==> config.mk <==
export PLATFORM = sky130hd
export DESIGN_NAME = carry_lookahead_adder
export DESIGN_NICKNAME = d
export VERILOG_FILES = /design/src/rtl/carry_lookahead_adder.sv
export SDC_FILE = /design/constraint.sdc
export NUM_CORES = 1
export LEC_CHECK = 0
export CAP_MARGIN = 10
export CELL_PAD_IN_SITES_DETAIL_PLACEMENT = 1
export CELL_PAD_IN_SITES_GLOBAL_PLACEMENT = 2
export CORE_MARGIN = 2
export CORE_UTILIZATION = 15
export CTS_CLUSTER_DIAMETER = 80
export DETAILED_ROUTE_END_ITERATION = 16
export GPL_ROUTABILITY_DRIVEN = 0
export PLACE_DENSITY_LB_ADDON = 0.1
export SYNTH_ARGS = -nofsm -noshare
export SYNTH_HDL_FRONTEND = slang
export SYNTH_SLANG_ARGS = --single-unit
==> constraint.sdc <==
create_clock -name clk -period 1.43 [get_ports clk]
set_clock_uncertainty 0.05 [all_clocks]
set_input_delay 0.286 -clock clk [delete_from_list [all_inputs] [get_ports clk]]
set_output_delay 0.286 -clock clk [all_outputs]
set_load 0.05 [all_outputs]
==> src/rtl/carry_lookahead_adder.sv <==
// Purpose : unsigned WIDTH-bit adder built from a two-level carry-lookahead network with no ripple carry.
// Latency : o_result is combinational (0 cycles); o_result_q is the same sum registered one clk later.
// Backpres: none; a new operand pair is accepted every cycle, and rst_n only clears o_result_q.
module carry_lookahead_adder #(
    parameter int WIDTH = 3
) (
    input  logic             clk,
    input  logic             rst_n,
    input  logic [WIDTH-1:0] i_add1,
    input  logic [WIDTH-1:0] i_add2,
    output logic [WIDTH:0]   o_result,
    output logic [WIDTH:0]   o_result_q
);

    // Number of 4-bit groups. The last group is partial when WIDTH is not a multiple of 4.
    localparam int NGRP = (WIDTH + 3) / 4;

    // Number of group carries the second level must produce above carry-in.
    // When the top group is full, the carry-out of the adder is the second-level carry into
    // group NGRP. When the top group is partial, that group forms the carry-out internally,
    // so the second level only needs to feed groups 1 .. NGRP-1.
    localparam int NC = ((WIDTH % 4) == 0) ? NGRP : (NGRP - 1);

    // The adder has no carry input, so carry-in is tied low.
    localparam logic CIN = 1'b0;

    logic [WIDTH-1:0] g;       // bit generate
    logic [WIDTH-1:0] p;       // bit propagate
    logic [WIDTH:0]   c;       // carry into each bit; c[WIDTH] is the carry-out
    logic [NC:0]      grp_c;   // carry into each group, produced by the second level

    // Bit-level generate and propagate terms.
    assign g = i_add1 & i_add2;
    assign p = i_add1 ^ i_add2;

    // Second-level lookahead. Each group carry is a flat sum of products of the group
    // G/P terms and carry-in. No group carry is derived from a lower group carry.
    if (NC > 0) begin : g_lvl2
        logic [NC-1:0] grp_g;
        logic [NC-1:0] grp_p;

        // Group generate and propagate for every full group that feeds a higher carry.
        for (genvar gi = 0; gi < NC; gi++) begin : g_gp
            localparam int B = 4 * gi;
            assign grp_g[gi] = g[B+3]
                             | (p[B+3] & g[B+2])
                             | (p[B+3] & p[B+2] & g[B+1])
                             | (p[B+3] & p[B+2] & p[B+1] & g[B]);
            assign grp_p[gi] = p[B+3] & p[B+2] & p[B+1] & p[B];
        end

        // Flat lookahead expansion of every group carry-in from G, P and carry-in.
        always_comb begin
            logic acc;
            logic term;
            grp_c    = '0;
            grp_c[0] = CIN;
            for (int k = 1; k <= NC; k++) begin
                acc = 1'b0;
                // Products of the form G[j] & P[j+1] & ... & P[k-1].
                for (int j = 0; j < k; j++) begin
                    term = grp_g[j];
                    for (int m = j + 1; m < k; m++) begin
                        term = term & grp_p[m];
                    end
                    acc = acc | term;
                end
                // The carry-in product: P[0] & ... & P[k-1] & CIN.
                term = CIN;
                for (int m = 0; m < k; m++) begin
                    term = term & grp_p[m];
                end
                acc      = acc | term;
                grp_c[k] = acc;
            end
        end
    end else begin : g_no_lvl2
        // A single partial group needs no second level; its carry-in is the adder carry-in.
        assign grp_c = CIN;
    end

    // First-level lookahead inside each group. Every carry is written out as a flat
    // expansion of the bit terms and the group carry-in. Carries that fall beyond the
    // top bit are not built, so a partial top group stops at c[WIDTH].
    for (genvar gi = 0; gi < NGRP; gi++) begin : g_grp
        localparam int B = 4 * gi;

        assign c[B] = grp_c[gi];

        if (B + 1 <= WIDTH) begin : g_c1
            assign c[B+1] = g[B]
                          | (p[B] & grp_c[gi]);
        end

        if (B + 2 <= WIDTH) begin : g_c2
            assign c[B+2] = g[B+1]
                          | (p[B+1] & g[B])
                          | (p[B+1] & p[B] & grp_c[gi]);
        end

        if (B + 3 <= WIDTH) begin : g_c3
            assign c[B+3] = g[B+2]
                          | (p[B+2] & g[B+1])
                          | (p[B+2] & p[B+1] & g[B])
                          | (p[B+2] & p[B+1] & p[B] & grp_c[gi]);
        end
    end

    // When the top group is full, its carry-out comes straight from the second level.
    if ((WIDTH % 4) == 0) begin : g_cout_lvl2
        assign c[WIDTH] = grp_c[NC];
    end

    // Sum bits, with the carry-out of the top bit as the extra MSB.
    assign o_result = {c[WIDTH], p ^ c[WIDTH-1:0]};

    // Registered copy of the sum. An asynchronous reset clears it immediately.
    always_ff @(posedge clk or negedge rst_n) begin
        if (!rst_n) begin
            o_result_q <= '0;
        end else begin
            o_result_q <= o_result;
        end
    end

endmodule

==> results_dict.tcl <==
set metrics [dict create \
    antenna_found_initial 0 \
    netlist_area_sq_um 195 \
    die_area_sq_mm 0.00161 \
    crit_start "i_add1[0]" \
    leakage_uw 0.000258 \
    critPathRequiredTime_ns 1.09 \
    tritoncts "done" \
    grt_pass1_vias 256 \
    setup_slack_ns -0.237 \
    grt_start_max_net_pins 5 \
    cp.arrival_ns 1.33 \
    diodes 0 \
    postRouteAntennaNets 0 \
    drt_iter0_drc 1 \
    slowest_stage "fa_2" \
    cp-end-kind "primary output" \
    start_util_pct 16.9 \
    htree_levels 1 \
    path_common_cell "buf_8" \
    cts.sinks 4 \
    synth_top_cell_by_area "dfrtp_1" \
    cts_max_path_buffers 2 \
    core_sq_mm 0.00116 \
    routed_wl_microns 567 \
    ios 16 \
    synth-compound-area-share_pct 2.56 \
    startpoint_type "input pin" \
    synth.area.top_cells "dfrtp_1, ha_1, fa_1, inv_1, xnor2_1" \
    track_usage_pct 10.3 \
    endpoint "o_result[1]" \
    numPortBuffers 15 \
    cp_cell_sequence "buf_8 -> ha_4 -> inv_2 -> fa_2 -> clkinvlp_4 -> buf_8" \
    yosys_warnings 0 \
    critical-path-top-delay-family "adder cells" \
    critPathKind "input pin to primary output" \
    grt_setup_unrepaired "true" \
    path_depth 6 \
    fin_setup_tns_ns -0.404 \
    synth_top_family_by_area "adder cells" \
    drc 0 \
    die_h_microns 40.1 \
    finalHoldViolCount 0 \
    maxCapViolations 0 \
    numCtsBuffers 3 \
    grt.overflow.total 0 \
    crit_fanout 2 \
    fin_crit_sh_pct 117 \
    synth_fp_nets 28 \
    status "complete, but fails checks" \
    violations "negative setup slack" \
    met1_usage_pct 8.16 \
    n_fill_cell 112 \
    drv_slew 0 \
    avgSynthCellArea_sq_um 12.2 \
    dp.cells 49 \
    finalNetCount 54 \
    synth_adder_area_share_pct 29.5 \
    rows 12 \
    seq_area_frac_synth_pct 51.3 \
    power_density_mw_per_mm2 1090 \
    synth_cells 16 \
    path_buf_inv 4 \
    top_usage_layer "met2" \
    fmax_mhz 600 \
    hold_path_class "input pin to async pin" \
    max_stage_delay_ns 0.55 \
    setup_violations 2 \
    synthMuxAreaShare_pct 0 \
    synth_simple_gate_area_share_pct 4.49 \
    area_growth_pct 194 \
    firstDrtPassIters 2 \
    die_w_microns 40.1 \
    path_clk_slew_ns 0.03 \
    peakVddDrop_v 0.000294 \
    grt_pass1_wl_microns 986 \
    avgRoutedWirePerCell_microns 10.5 \
    routed_via_density 3.94 \
    drive_above_1_share_pct 85.0 \
    synth.distinct_cells 8 \
    period_minus_slack_ns 1.67 \
    dr_total_vias 213 \
    slew_headroom_pct 87.8 \
    instances_no_fill 54 \
    tightestPinTransition_ns 0.183 \
    synth-seq-cells 4 \
    met2_usage_pct 18.5 \
    met3_usage_pct 3.89 \
    root_buffer "clkbuf_4" \
    reg_top3 "o_result_q: 4 flops" \
    synthXorXnorAreaFrac_pct 4.49 \
    largest_register "o_result_q" \
    synth_top_area_share_pct 51.3 \
    largest_reg_flops 4 \
]
-- stage by stage --
step	area, sq um	hold WS [ns]	total power, uW	worst slack, ns	util (%)
2_1_floorplan	233	-0.0596	301	-0.126	-
3_3_place_gp	498	0.448	465	-0.696	43.1
3_5_place_dp	498	0.453	469	-0.717	43.1
4_1_cts	569	0.209	635	-0.275	49.2
5_1_grt	573	0.212	664	-0.269	49.6
6_report	573	0.211	624	-0.237	49.6
-- area by class of cell --
class                      instances  area (sq um)  area share (%)
multi-input combinational          8           150            26.2
inverter                           4          18.8            3.28
tap                               14          17.5            3.06
timing repair buffer              21           264            46.1
sequential                         4           100            17.5
clock buffer                       3          22.5            3.93
-- what timing repair did --
action	4_1_cts	5_1_grt
setup endpoints to repair	6	3
setup buffers	2	0
hold buffers	0	0
pin swaps	7	4
resized for setup	37	1
-- Yosys cell counts --
| cell | instances |
|---|---|
| ha_1 | 3 |
| dfrtp_1 | 4 |
| fa_1 | 1 |
| nand3_1 | 1 |
| nand2_1 | 1 |
| xnor2_1 | 1 |
| inv_1 | 4 |
| a21oi_1 | 1 |
-- routing by layer --
layer | share of wire, % | routed length [microns]
met5 | 0 | 0
met1 | 24 | 136
met3 | 11 | 65
met2 | 64 | 364
met4 | 0 | 0
-- kinds of logic after synthesis --
group                    Yosys count
adder cells (fa/ha/maj)            4
XOR/XNOR                           1
flip-flops                         4
AO/OA/AOI/OAI                      1
buffers and inverters              4
AND/OR/NAND/NOR                    2
-- cells in the final DEF (no fill, tap or decap), types with 2 or more instances in the layout --
cell type	count
clkbuf_4	3
dfrtp_1	4
buf_2	4
buf_12	7
buf_4	4
inv_2	2
ha_4	3
buf_6	3
buf_8	2
-- worst min-delay path by stage --
stage               endpoint  slack (ns)  cells past startpoint
5_1_grt        o_result_q[3]        0.21                      1
3_3_place_gp   o_result_q[2]        0.45                      1
4_1_cts        o_result_q[2]        0.21                      1
3_5_place_dp   o_result_q[2]        0.45                      1
6_report       o_result_q[1]        0.21                      1
2_1_floorplan  o_result_q[0]       -0.06                      0
-- power breakdown --
part	switching (uW)	internal, uW
clock network	38.7	93.3
registers	12.0	129
logic	173	178
total	223	401
(Power assumes the default switching activity.)
